<file path="src/rtl/mem_access_unit.sv">
// Memory-stage access unit: turns a pipeline load/store into a single ready/valid
// bus transaction, stalling IF..MEM until the response returns.
module mem_access_unit (
    input  logic        clk,
    input  logic        reset,
    input  logic        MemWriteM,
    input  logic [1:0]  ResultSrcM,
    input  logic [2:0]  Funct3M,
    input  logic [31:0] ALUResultM,
    input  logic [31:0] WriteDataM,
    output logic [31:0] ReadDataM,
    output logic        StallM,
    output logic        MisalignM,
    output logic        req_valid,
    output logic        req_we,
    output logic [31:0] req_addr,
    output logic [31:0] req_wdata,
    output logic [3:0]  req_be,
    input  logic        req_ready,
    input  logic        rsp_valid,
    input  logic [31:0] rsp_rdata
);

    typedef enum logic [1:0] {IDLE, REQ, WAIT, DONE} state_t;

    state_t      state_reg;
    logic        we_reg;
    logic [31:0] addr_reg;
    logic [31:0] wdata_reg;
    logic [3:0]  be_reg;
    logic [2:0]  funct3_reg;
    logic [1:0]  off_reg;
    logic [31:0] read_data_reg;
    logic        misalign_reg;

    logic        access;
    logic        bad_access;
    logic [3:0]  be_next;
    logic [31:0] wdata_next;
    logic [31:0] shifted_rdata;
    logic [31:0] load_fmt;

    assign access = MemWriteM | (ResultSrcM == 2'b01);

    always_comb begin
        bad_access = 1'b0;
        case (Funct3M)
            3'b001, 3'b101:         bad_access = ALUResultM[0];
            3'b010:                 bad_access = |ALUResultM[1:0];
            3'b011, 3'b110, 3'b111: bad_access = 1'b1;
            default:                bad_access = 1'b0;
        endcase
    end

    always_comb begin
        case (Funct3M[1:0])
            2'b00:   be_next = 4'b0001 << ALUResultM[1:0];
            2'b01:   be_next = 4'b0011 << ALUResultM[1:0];
            default: be_next = 4'b1111;
        endcase
    end

    // Store data is replicated into every lane so the byte enables alone pick the target.
    generate
        for (genvar gi = 0; gi < 4; gi++) begin : g_lane
            assign wdata_next[8*gi +: 8] =
                (Funct3M[1:0] == 2'b00) ? WriteDataM[7:0] :
                (Funct3M[1:0] == 2'b01) ? WriteDataM[8*(gi%2) +: 8] :
                                          WriteDataM[8*gi +: 8];
        end
    endgenerate

    assign shifted_rdata = rsp_rdata >> {off_reg, 3'b000};

    always_comb begin
        case (funct3_reg)
            3'b000:  load_fmt = {{24{shifted_rdata[7]}}, shifted_rdata[7:0]};
            3'b100:  load_fmt = {24'h0, shifted_rdata[7:0]};
            3'b001:  load_fmt = {{16{shifted_rdata[15]}}, shifted_rdata[15:0]};
            3'b101:  load_fmt = {16'h0, shifted_rdata[15:0]};
            default: load_fmt = rsp_rdata;
        endcase
    end

    always_ff @(posedge clk) begin
        if (reset) begin
            state_reg     <= IDLE;
            we_reg        <= 1'b0;
            addr_reg      <= 32'h0;
            wdata_reg     <= 32'h0;
            be_reg        <= 4'h0;
            funct3_reg    <= 3'h0;
            off_reg       <= 2'h0;
            read_data_reg <= 32'h0;
            misalign_reg  <= 1'b0;
        end else begin
            misalign_reg <= 1'b0;
            case (state_reg)
                IDLE: begin
                    if (access && bad_access) begin
                        misalign_reg <= 1'b1;
                    end else if (access) begin
                        we_reg     <= MemWriteM;
                        addr_reg   <= {ALUResultM[31:2], 2'b00};
                        wdata_reg  <= wdata_next;
                        be_reg     <= be_next;
                        funct3_reg <= Funct3M;
                        off_reg    <= ALUResultM[1:0];
                        state_reg  <= REQ;
                    end
                end
                REQ: begin
                    if (req_ready) state_reg <= WAIT;
                end
                WAIT: begin
                    if (rsp_valid) begin
                        if (!we_reg) read_data_reg <= load_fmt;
                        state_reg <= DONE;
                    end
                end
                // The pipeline still shows the finished instruction here; do not restart it.
                DONE: state_reg <= IDLE;
                default: state_reg <= IDLE;
            endcase
        end
    end

    always_comb begin
        case (state_reg)
            IDLE:    StallM = access & ~bad_access;
            REQ:     StallM = 1'b1;
            WAIT:    StallM = 1'b1;
            default: StallM = 1'b0;
        endcase
    end

    assign req_valid = (state_reg == REQ);
    assign req_we    = we_reg;
    assign req_addr  = addr_reg;
    assign req_wdata = wdata_reg;
    assign req_be    = be_reg;
    assign ReadDataM = read_data_reg;
    assign MisalignM = misalign_reg;

endmodule

</file>
<file path="config.mk">
export PLATFORM = sky130hd
export DESIGN_NAME = mem_access_unit
export DESIGN_NICKNAME = d
export VERILOG_FILES = /design/src/rtl/mem_access_unit.sv
export SDC_FILE = /design/constraint.sdc
export NUM_CORES = 1
export LEC_CHECK = 0
export CAP_MARGIN = 0
export CORE_MARGIN = 2
export CORE_UTILIZATION = 45
export DETAILED_ROUTE_END_ITERATION = 6
export PLACE_DENSITY = 0.85
export SYNTH_ARGS = -nofsm -noshare
export SYNTH_HDL_FRONTEND = slang
export SYNTH_SLANG_ARGS = --single-unit
</file>
<file path="constraint.sdc">
create_clock -name clk -period 7.21 [get_ports clk]
set_clock_uncertainty 0.15 [all_clocks]
set_input_delay 2.163 -clock clk [delete_from_list [all_inputs] [get_ports clk]]
set_output_delay 2.163 -clock clk [all_outputs]
set_load 0.02 [all_outputs]
</file>
Word level (Yosys, flattened, before mapping)
Index checks and enable logic that the tools add are counted.
{ "classes": {"eq_ne": 18, "shifts": 3, "muxes": 15, "n_bitwise": 6, "reduce_logical": 12} }
{ "ops": {"columns": ["op", "n"], "rows": [
  ["$pmux W32 S4", 1],
  ["$mux W8", 5],
  ["$shr A32 B5 Y16", 1],
  ["$eq A3 B3 Y1 const B", 5],
  ["$mux W2", 4],
  ["$pmux W2 S4", 1],
  ["$pmux W4 S2", 1],
  ["$reduce_or A2 Y1", 4],
  ["$eq A2 B1 Y1 const B", 3],
  ["$eq A3 B1 Y1 const B", 2],
  ["$eq A3 B2 Y1 const B", 2],
  ["$ne A2 B2 Y1 const B", 3],
  ["$reduce_and A3 Y1", 2],
  ["$eq A2 B2 Y1 const B", 2],
  ["$logic_not A2 Y1", 2],
  ["$not A1 Y1", 4],
  ["$reduce_and A4 Y1", 1],
  ["$shl A1 B2 Y4 const A", 1],
  ["$shl A2 B2 Y4 const A", 1],
  ["$logic_not A3 Y1", 1],
  ["$pmux W1 S3", 1],
  ["$reduce_or A3 Y1", 1],
  ["$ne A2 B1 Y1 const B", 1],
  ["$pmux W1 S2", 1],
  ["other kinds (4)", 4]
]} }
{ "totals": {"ff_bits": 107, "in_bits": 106} }

Depth between registers and ports, before layout
Gate-level depths: netlist of the first run.
{ "depth": {"ltp_word": 6, "depth_mapped": 7, "depth_no_buf": 6} }

Worst setup path after synthesis of the first run
Ideal clock, no wire load.
{ "synth_path": {"path_kind": "in2out", "start": "input ALUResultM[0]", "end": "output StallM", "t_arrival_ps": 3331, "required_time_ps": 4897, "setup_slack_ps": 1566, "cell_stages": 6, "path_buffers": 2, "cell_sequence": "nor4_4 -> o221a_1 -> buf_4 -> buf_4 -> nor2_1 -> nor2_1"} }
{ "synth_between": {"elab_chain_cells": 5} }
{ "synth_rtl": {"columns": ["item", "line_no", "source"], "rows": [
  ["from (decl)", "9", "input logic [31:0] ALUResultM,"],
  ["$reduce_or A2 Y1", "49", "3'b010: bad_access = |ALUResultM[1:0];"],
  ["$pmux W1 S3 *", "47", "case (Funct3M)"],
  ["$not A1 Y1 *", "130", "IDLE: StallM = access & ~bad_access;"],
  ["$and A1 B1 Y1 *", "130", null],
  ["$pmux W1 S2 *", "129", "case (state_reg)"],
  ["to (decl)", "12", "output logic StallM,"]
]} }
Every way passes the cells marked *; elsewhere a longest branch is shown, timed or not.

Worst setup path in the final report of the first run
Same ends and word-level chain as after synthesis.

==> results of run 1 <==
[per-stage QoR]
| step | total power [uW] | setup WS [ns] |
|---|---|---|
| after CTS | 1920 | 0.615 |
| final | 1910 | 0.618 |
| after floorplan | 1210 | 1.57 |
| after detailed placement | 1550 | 0.617 |
| after global routing | 2020 | 0.548 |
| after global placement | 1520 | 0.705 |
[tightest hold or removal path, stage by stage, from the launching register on]
cell and delay [ns]:
dfxtp_1 0.32, nand2_1 0.05, a21oi_1 0.05
[path summary, 6_finish.rpt]
path,startpoint,endpoint,slack (ns)
setup / recovery,ALUResultM[0],StallM,0.62
hold / removal,req_wdata[27]$_SDFFE_PP0P_,req_wdata[27]$_SDFFE_PP0P_,0.31
setup reg to reg,state_reg[0]$_SDFFE_PP0P_,ReadDataM[14]$_SDFFE_PP0P_,4.53
hold reg to reg,req_wdata[27]$_SDFFE_PP0P_,req_wdata[27]$_SDFFE_PP0P_,0.31
[logic make-up (layout without fill, tap and decap cells)]
group           count (synthesis)  after routing  synth area share
flops                         107            107             0.440
buf+inv                        52            233            0.0535
compound gates                176            176             0.237
fa+ha+maj                       5              5            0.0129
other cells                     1              2          0.000771
mux                            27             27            0.0558
simple gates                  224            224             0.200
[cells in the final DEF, fill, tap and decap left out, types with 2 or more instances in the layout]
cell type          n
clkdlybuf4s50_1  206
nand2_1          130
dfxtp_1          107
a21oi_1           82
nor2_1            52
o21ai_0           29
a211oi_1          29
mux2i_1           26
nand2b_1          10
a311oi_2           9
clkbuf_8           9
nand3b_1           8
o211ai_1           8
and2_1             7
o32ai_1            7
buf_4              7
nor2b_1            5
nor3_1             5
ha_1               5
inv_1              4
o22ai_1            2
conb_1             2
clkinvlp_4         2
[area by class of cell]
class / count / area, um^2
fillers: 829 / 3290
multi-input cells: 434 / 2490
flip-flops and latches: 107 / 2140
repair buffers: 213 / 2110
well taps: 136 / 170
clock buffers: 9 / 124
clock inverters: 6 / 73.8
inverters: 5 / 18.8
[power groups by stage]
| stage | sequential (uW) | combinational [uW] | clock, uW |
|---|---|---|---|
| finish | 756 | 778 | 378 |
| global route | 770 | 842 | 411 |
| CTS | 756 | 780 | 384 |
| detailed placement | 769 | 778 | 0 |
| global placement | 764 | 760 | 0 |
| floorplan | 865 | 346 | 0 |
[per-layer routing]
| metal | share of wire | routed length, um |
|---|---|---|
| met5 | 0 | 0 |
| met4 | 0.023 | 352 |
| met3 | 0.088 | 1330 |
| met2 | 0.49 | 7490 |
| met1 | 0.39 | 5960 |
==> impl_metrics.toml, run 1 <==
[route]
route.detailed.wl_per_inst_um = 16.6
first_pass_iters = 7
drc_errors = 0
drtAntennaViolNets = 0
drt_first_iter_violations = 258
wl_um = 15100
via_per_inst = 5.44
vias = 4951

[placement]
place_inst = 895
io_buffer_count = 207
gp_congestion = 0.882
dp_hpwl_um = 11100
post_dp_cell_area_um2 = 6930

[power_and_ir_drop]
p_int_uw = 1200
leakage_uw = 0.00249
ir_drop_uv = 144
switching_share = 0.370
switchingPower_uw = 708
power_density_nw_per_um2 = 268
p_clk_frac = 0.198
comb_power_share = 0.407
seqPwrFrac = 0.396

[worst_hold_path]
hp-class = "flop to flop"
min_path_cells = 2

[floorplan]
rows = 37
die_area_um2 = 11700
ios = 210
die_h_um = 108
die_w_um = 108
core_area_um2 = 10400
start_util = 0.467

[timing]
max_slew_margin = 0.318
setup_tns_ns = 0
finalHoldViolCount = 0
finalSetupViolCount = 0
finalCriticalPeriod_ns = 6.59
max_freq_ghz = 0.152
final.period_utilization = 0.914
holdWs_ns = 0.308
rsz0062_at_grt = "no"
drv_slew = 0
worstMarginPinSlew_ns = 1.02

[critical_path]
startpoint_type = "primary input"
crit_chain = "clkdlybuf4s50_1, a21oi_1, o221a_4, nor2_1, nor2_1, clkdlybuf4s50_1"
end_kind = "output pin"
slowest_stage = "clkdlybuf4s50_1"
cp.required_ns = 4.90
max_stage_delay_ns = 0.60
arrival_ns = 4.28
critPathTopFamily = "buffers and inverters"
worstSetupPathType = "primary input to output pin"
worstPathMaxFanout = 6
critical_path_depth = 6
crit_buf_inv = 2
ff2ff_path_depth = 5

[clock_tree]
ctsHoldBuffers = 0
cts_made_buffers = 9
postCtsSetupBuffers = 0
clock-root-buffer = "clkbuf_8"
htreeDepth = 3
cts-resized-gates = 0
clkTransAtPathRegs_ns = 0.10
cts.sinks = 107
clk_latency_ns = 0.36
cts_tree = "yes"
clockBufferDepth = 2

[logic_synthesis]
post-synth-top-area-cell = "dfxtp_1"
dominantRegCellSynth = "dfxtp_1"
synthTopCellsByArea = "dfxtp_1, nand2_1, a21oi_1"
synth_common_cells = "nand2_1, dfxtp_1, a21oi_1"
yosysTopAreaCellShare = 0.440
synthCells = 592
async_flop_share = 0
synth-seq-cells = 107
synth_cell_types = 43
synth_warnings = 0
seq_area_frac_synth = 0.440
yosysMostFrequentCell = "nand2_1"
synth_area_um2 = 4860
synth_edf_count = 0
syn_avg_cell_area_um2 = 8.22

[grt]
antenna_found_initial = 0
gr-usage-met3 = 0.0723
track_usage = 0.258
use_met1 = 0.308
met2_usage = 0.444
grt_max_degree = 95
grt-busiest-layer = "met2"
grt_pass1_wl_um = 24000
first_global_vias = 4895
grt-ovfl-total = 0

[outcome]
status = "complete, no violations"

[layout]
nNetsFinal = 881
drive_gt1_frac = 0.0491
area_delta_synth_final_pct = 46.6
final_area_um2 = 7130
num_antenna_cells = 0
fin_cells = 910
fin_util = 0.684

[flow_run]
maxCapViolations = 0
(Power assumes the default switching activity.)
==> run 2, diff against run 1 <==
--- a/constraint.sdc
+++ b/constraint.sdc
@@ -3,3 +3,3 @@
 set_input_delay 2.163 -clock clk [delete_from_list [all_inputs] [get_ports clk]]
 set_output_delay 2.163 -clock clk [all_outputs]
-set_load 0.02 [all_outputs]
+set_load 0.1 [all_outputs]
==> impl_metrics.toml, run 2 (same netlist as run 1, synthesis figures left out) <==
[outcome]
status = "complete, no violations"

[route]
drc_errors = 0
drt_first_iter_violations = 206
vias = 4984
first_pass_iters = 5
wl_um = 15400
route.detailed.wl_per_inst_um = 16.9
via_per_inst = 5.47
drtAntennaViolNets = 0

[layout]
fillers = 829
fin_util = 0.687
num_antenna_cells = 0
drive_gt1_frac = 0.0516
fin_cells = 911
nNetsFinal = 881
area_delta_synth_final_pct = 47.1
seq_area_um2 = 2140
multi_input_area_um2 = 2490
final_common_cell = "clkdlybuf4s50_1"
final_area_um2 = 7160
layout_common_cells = "clkdlybuf4s50_1, nand2_1, dfxtp_1, a21oi_1, nor2_1"

[grt]
antenna_found_initial = 0
grt_pass1_wl_um = 23800
track_usage = 0.256
grt-ovfl-total = 0
first_global_vias = 4849
grt_max_degree = 95

[placement]
post_dp_cell_area_um2 = 6940
place_inst = 895
dp_hpwl_um = 11100
gp_congestion = 0.878
io_buffer_count = 207

[clock_tree]
postCtsSetupBuffers = 0
ctsHoldBuffers = 0
clk_latency_ns = 0.37
clock-root-buffer = "clkbuf_8"
cts.sinks = 107
cts-resized-gates = 0
clkTransAtPathRegs_ns = 0.11
cts_made_buffers = 9
htreeDepth = 3
clockBufferDepth = 2
cts_tree = "yes"

[floorplan]
start_util = 0.467
die_w_um = 108
core_area_um2 = 10400
ios = 210
rows = 37
die_area_um2 = 11700
die_h_um = 108

[critical_path]
worstSetupPathType = "primary input to output pin"
crit_chain = "clkdlybuf4s50_1, a21oi_1, o221a_4, nor2_1, nor2_1, buf_12"
worstPathMaxFanout = 5
startpoint_type = "primary input"
arrival_ns = 3.94
crit_end = "StallM"
worstSetupStartpoint = "Funct3M[0]"
setup.reg_to_reg.worst_slack_ns = 4.55
cp.required_ns = 4.90
slowest_stage = "a21oi_1"
rr_endpoint = "ReadDataM[9]$_SDFFE_PP0P_"
end_kind = "output pin"
crit_top_cell = "nor2_1"
ff2ff_path_depth = 5
r2r_start = "state_reg[0]$_SDFFE_PP0P_"
max_stage_delay_ns = 0.57

[timing]
max_slew_margin = 0.301
drv_slew = 0
finalCriticalPeriod_ns = 6.26
max_freq_ghz = 0.160
rsz0062_at_grt = "no"
worstMarginPinSlew_ns = 1.05
setup_tns_ns = 0
final.period_utilization = 0.868
holdWs_ns = 0.310
finalHoldViolCount = 0
finalSetupViolCount = 0

[power_and_ir_drop]
power_density_nw_per_um2 = 355
leakage_uw = 0.00250
ir_drop_uv = 212

[flow_run]
maxCapViolations = 0

[worst_hold_path]
min_path_cells = 2
holdCritStartpoint = "req_addr[5]$_SDFFE_PP0P_"
hp-class = "flop to flop"
[run 2: changes by cell type in the layout (fill, tap and decap cells not counted)]
cell	change
clkinvlp_4	-1
inv_6	+1
clkbuf_8	+1
buf_12	+1
clkinv_4	-1
inv_8	+1
clkdlybuf4s50_1	-1
[run 2: where the power goes]
| part | internal (uW) | switching [uW] | total (uW) |
|---|---|---|---|
| sequential | 691 | 65.1 | 756 |
| combinational | 356 | 1030 | 1390 |
| clock | 178 | 221 | 398 |
[run 2: per-layer routing]
metal	routed length, um	track usage
met1	6050	0.310
met2	7600	0.438
met3	1360	0.0705
met4	347	0.0879
met5	0	0
[run 2: how the worst min path moves through the flow]
stage	slack (ns)	end
6_report	0.31	req_addr[5]$_SDFFE_PP0P_
5_1_grt	0.33	req_addr[5]$_SDFFE_PP0P_
3_5_place_dp	0.30	req_addr[7]$_SDFFE_PP0P_
2_1_floorplan	0.30	funct3_reg[2]$_SDFFE_PP0P_
4_1_cts	0.31	req_addr[7]$_SDFFE_PP0P_
3_3_place_gp	0.29	req_addr[30]$_SDFFE_PP0P_
[run 2: worst max-delay path: cells and delay by family]
| family | cells | cell delay, ns |
|---|---|---|
| AND/OR/NAND/NOR | 2 | 0.20 |
| AO/OA/AOI/OAI | 2 | 0.86 |
| buffers and inverters | 2 | 0.72 |
[run 2: layout make-up]
class / count / share of cell area
Clock buffer: 10 / 0.0192
Clock inverter: 6 / 0.0108
Inverter: 5 / 0.00262
Multi-Input combinational cell: 434 / 0.347
Sequential cell: 107 / 0.299
Tap cell: 136 / 0.0238
Timing Repair Buffer: 213 / 0.297
[run 2: per-stage QoR]
step | total power (uW) | setup WS [ns]
2_1_floorplan | 1810 | 0.586
3_3_place_gp | 2130 | 1.03
3_5_place_dp | 2150 | 0.944
4_1_cts | 2550 | 0.958
5_1_grt | 2650 | 0.887
6_report | 2540 | 0.952
==> run 3, diff against run 2 <==
Settings changed: CORE_UTILIZATION 45 to 47, CTS_BUF_LIST set to sky130_fd_sc_hd__clkbuf_2 sky130_fd_sc_hd__clkbuf_4 sky130_fd_sc_hd__clkbuf_8, PLACE_DENSITY 0.85 to 0.88, RECOVER_POWER set to 50.
==> impl_metrics.toml, run 3 (same netlist as run 1, synthesis figures left out) <==
[clock_tree]
postCtsSetupBuffers = 0
clockBufferDepth = 2
htreeDepth = 3
cts_made_buffers = 9
cts-resized-gates = 0
cts_tree = "yes"
ctsHoldBuffers = 0
cts.sinks = 107
clkTransAtPathRegs_ns = 0.11
clk_latency_ns = 0.35
clock-root-buffer = "clkbuf_8"

[power_and_ir_drop]
switching_share = 0.525
p_clk_frac = 0.147
ir_drop_uv = 241
p_int_uw = 1170
seqPwrFrac = 0.306
leakage_uw = 0.00273
fin_total_pwr_uw = 2470
power_density_nw_per_um2 = 346
comb_power_share = 0.547
switchingPower_uw = 1300

[grt]
first_global_vias = 4734
antenna_found_initial = 0
track_usage = 0.255
grt_pass1_wl_um = 23200
grt-ovfl-total = 0
grt_max_degree = 95

[floorplan]
die_h_um = 106
start_util = 0.478
die_area_um2 = 11200
ios = 210
core_area_um2 = 10200
die_w_um = 106
rows = 37

[timing]
rsz0062_at_grt = "no"
drv_slew = 112
finalCriticalPeriod_ns = 6.25
max_freq_ghz = 0.160
final.period_utilization = 0.867
finalSetupViolCount = 0
finalHoldViolCount = 0
setup_tns_ns = 0
finalWorstSetupSlack_ns = 0.956
max_slew_margin = -0.339
worstMarginPinSlew_ns = 2.01

[route]
drt_first_iter_violations = 278
vias = 4944
route.detailed.wl_per_inst_um = 15.8
drtAntennaViolNets = 0
first_pass_iters = 4
drc_errors = 0
via_per_inst = 5.43
wl_um = 14400

[critical_path]
slowest_stage = "dlygate4sd3_1"
crit_top_cell = "nor2_1"
startpoint_type = "primary input"
worstSetupPathType = "primary input to output pin"
worstPathMaxFanout = 6
cp.required_ns = 4.90
end_kind = "output pin"
worstSetupStartpoint = "ALUResultM[0]"
rr_endpoint = "ReadDataM[28]$_SDFFE_PP0P_"
arrival_ns = 3.94
r2r_start = "off_reg[1]$_SDFFE_PP0P_"
crit_chain = "dlygate4sd3_1, a21oi_1, o221a_4, nor2_1, nor2_1, buf_12"
crit_end = "StallM"
setup.reg_to_reg.worst_slack_ns = 3.64
ff2ff_path_depth = 4
max_stage_delay_ns = 0.63

[layout]
num_antenna_cells = 0
nNetsFinal = 881
multi_input_area_um2 = 2470
drive_gt1_frac = 0.0503
layout_common_cells = "nand2_1, clkdlybuf4s50_1, dfxtp_1, a21oi_1, dlygate4sd3_1"
fillers = 823
area_delta_synth_final_pct = 46.4
final_common_cell = "nand2_1"
seq_area_um2 = 2140

[placement]
dp_slack_ns = 1.04
gp_congestion = 0.864
io_buffer_count = 207
dp_hpwl_um = 10400

[flow_run]
maxCapViolations = 2

[outcome]
status = "finished with violations"
violations = "max-capacitance violations, max-slew violations"

[worst_hold_path]
hp-class = "flop to flop"
min_path_cells = 2
-- run 3: cell types whose count changed in the layout (fill, tap and decap cells not counted) --
cell and delta:
buf_4 -1, clkinv_4 +1, clkinvlp_4 +1, o31ai_4 -1
clkdlybuf4s50_1 -79, clkbuf_8 +1, o21ai_1 -1, dlygate4sd3_1 +79
o31ai_1 +1, clkbuf_2 +1, inv_8 -1, inv_6 -1
bufinv_16 -1, o21ai_0 +1
-- run 3: power by group through the flow --
stage / clock, uW / sequential (uW) / combinational, uW
after global routing: 394 / 768 / 1410
after global placement: 0 / 764 / 1360
final: 363 / 754 / 1350
after detailed placement: 0 / 769 / 1380
after CTS: 371 / 757 / 1380
after floorplan: 0 / 1410 / 400
-- run 3: routing by layer --
layer  vias to the layer above  share of wire  global-route usage  wire length (um)
met4                         0          0.029              0.0987               415
met3                        28          0.087              0.0742              1250
met2                       207           0.48               0.434              6940
met5                         -              0                   0                 0
met1                      2299           0.40               0.303              5800
li1                       2410              -                   -                 -
-- run 3: worst min-delay path by stage --
stage	start	to	slack [ns]
floorplan	funct3_reg[2]$_SDFFE_PP0P_	funct3_reg[2]$_SDFFE_PP0P_	0.30
global placement	req_addr[30]$_SDFFE_PP0P_	req_addr[30]$_SDFFE_PP0P_	0.29
detailed placement	req_addr[12]$_SDFFE_PP0P_	req_addr[12]$_SDFFE_PP0P_	0.30
CTS	req_addr[12]$_SDFFE_PP0P_	req_addr[12]$_SDFFE_PP0P_	0.31
global route	req_addr[24]$_SDFFE_PP0P_	req_addr[24]$_SDFFE_PP0P_	0.33
finish	req_addr[12]$_SDFFE_PP0P_	req_addr[12]$_SDFFE_PP0P_	0.31
-- run 3: worst max-delay path: cells and delay by family --
family / cells / cell delay (ns)
buf+inv: 2 / 0.83
compound gates: 2 / 0.73
simple gates: 2 / 0.21
-- run 3: stage by stage --
| step | cell area [um^2] | hold slack [ns] | utilization | instances |
|---|---|---|---|---|
| 6_report | 7120 | 0.308 | 0.699 | 911 |
| 5_1_grt | 7120 | 0.330 | 0.699 | 911 |
| 3_5_place_dp | 6940 | 0.296 | 0.682 | 895 |
| 4_1_cts | 7140 | 0.310 | 0.701 | 911 |
| 2_1_floorplan | 4870 | 0.303 | - | 593 |
| 3_3_place_gp | 6940 | 0.291 | 0.682 | 895 |
-- run 3: layout make-up --
cell class / count / area share
repair buffers: 213 / 0.298
inverters: 5 / 0.00264
clock inverters: 5 / 0.00615
clock buffers: 11 / 0.0213
multi-input cells: 434 / 0.347
flip-flops and latches: 107 / 0.301
well taps: 136 / 0.0239
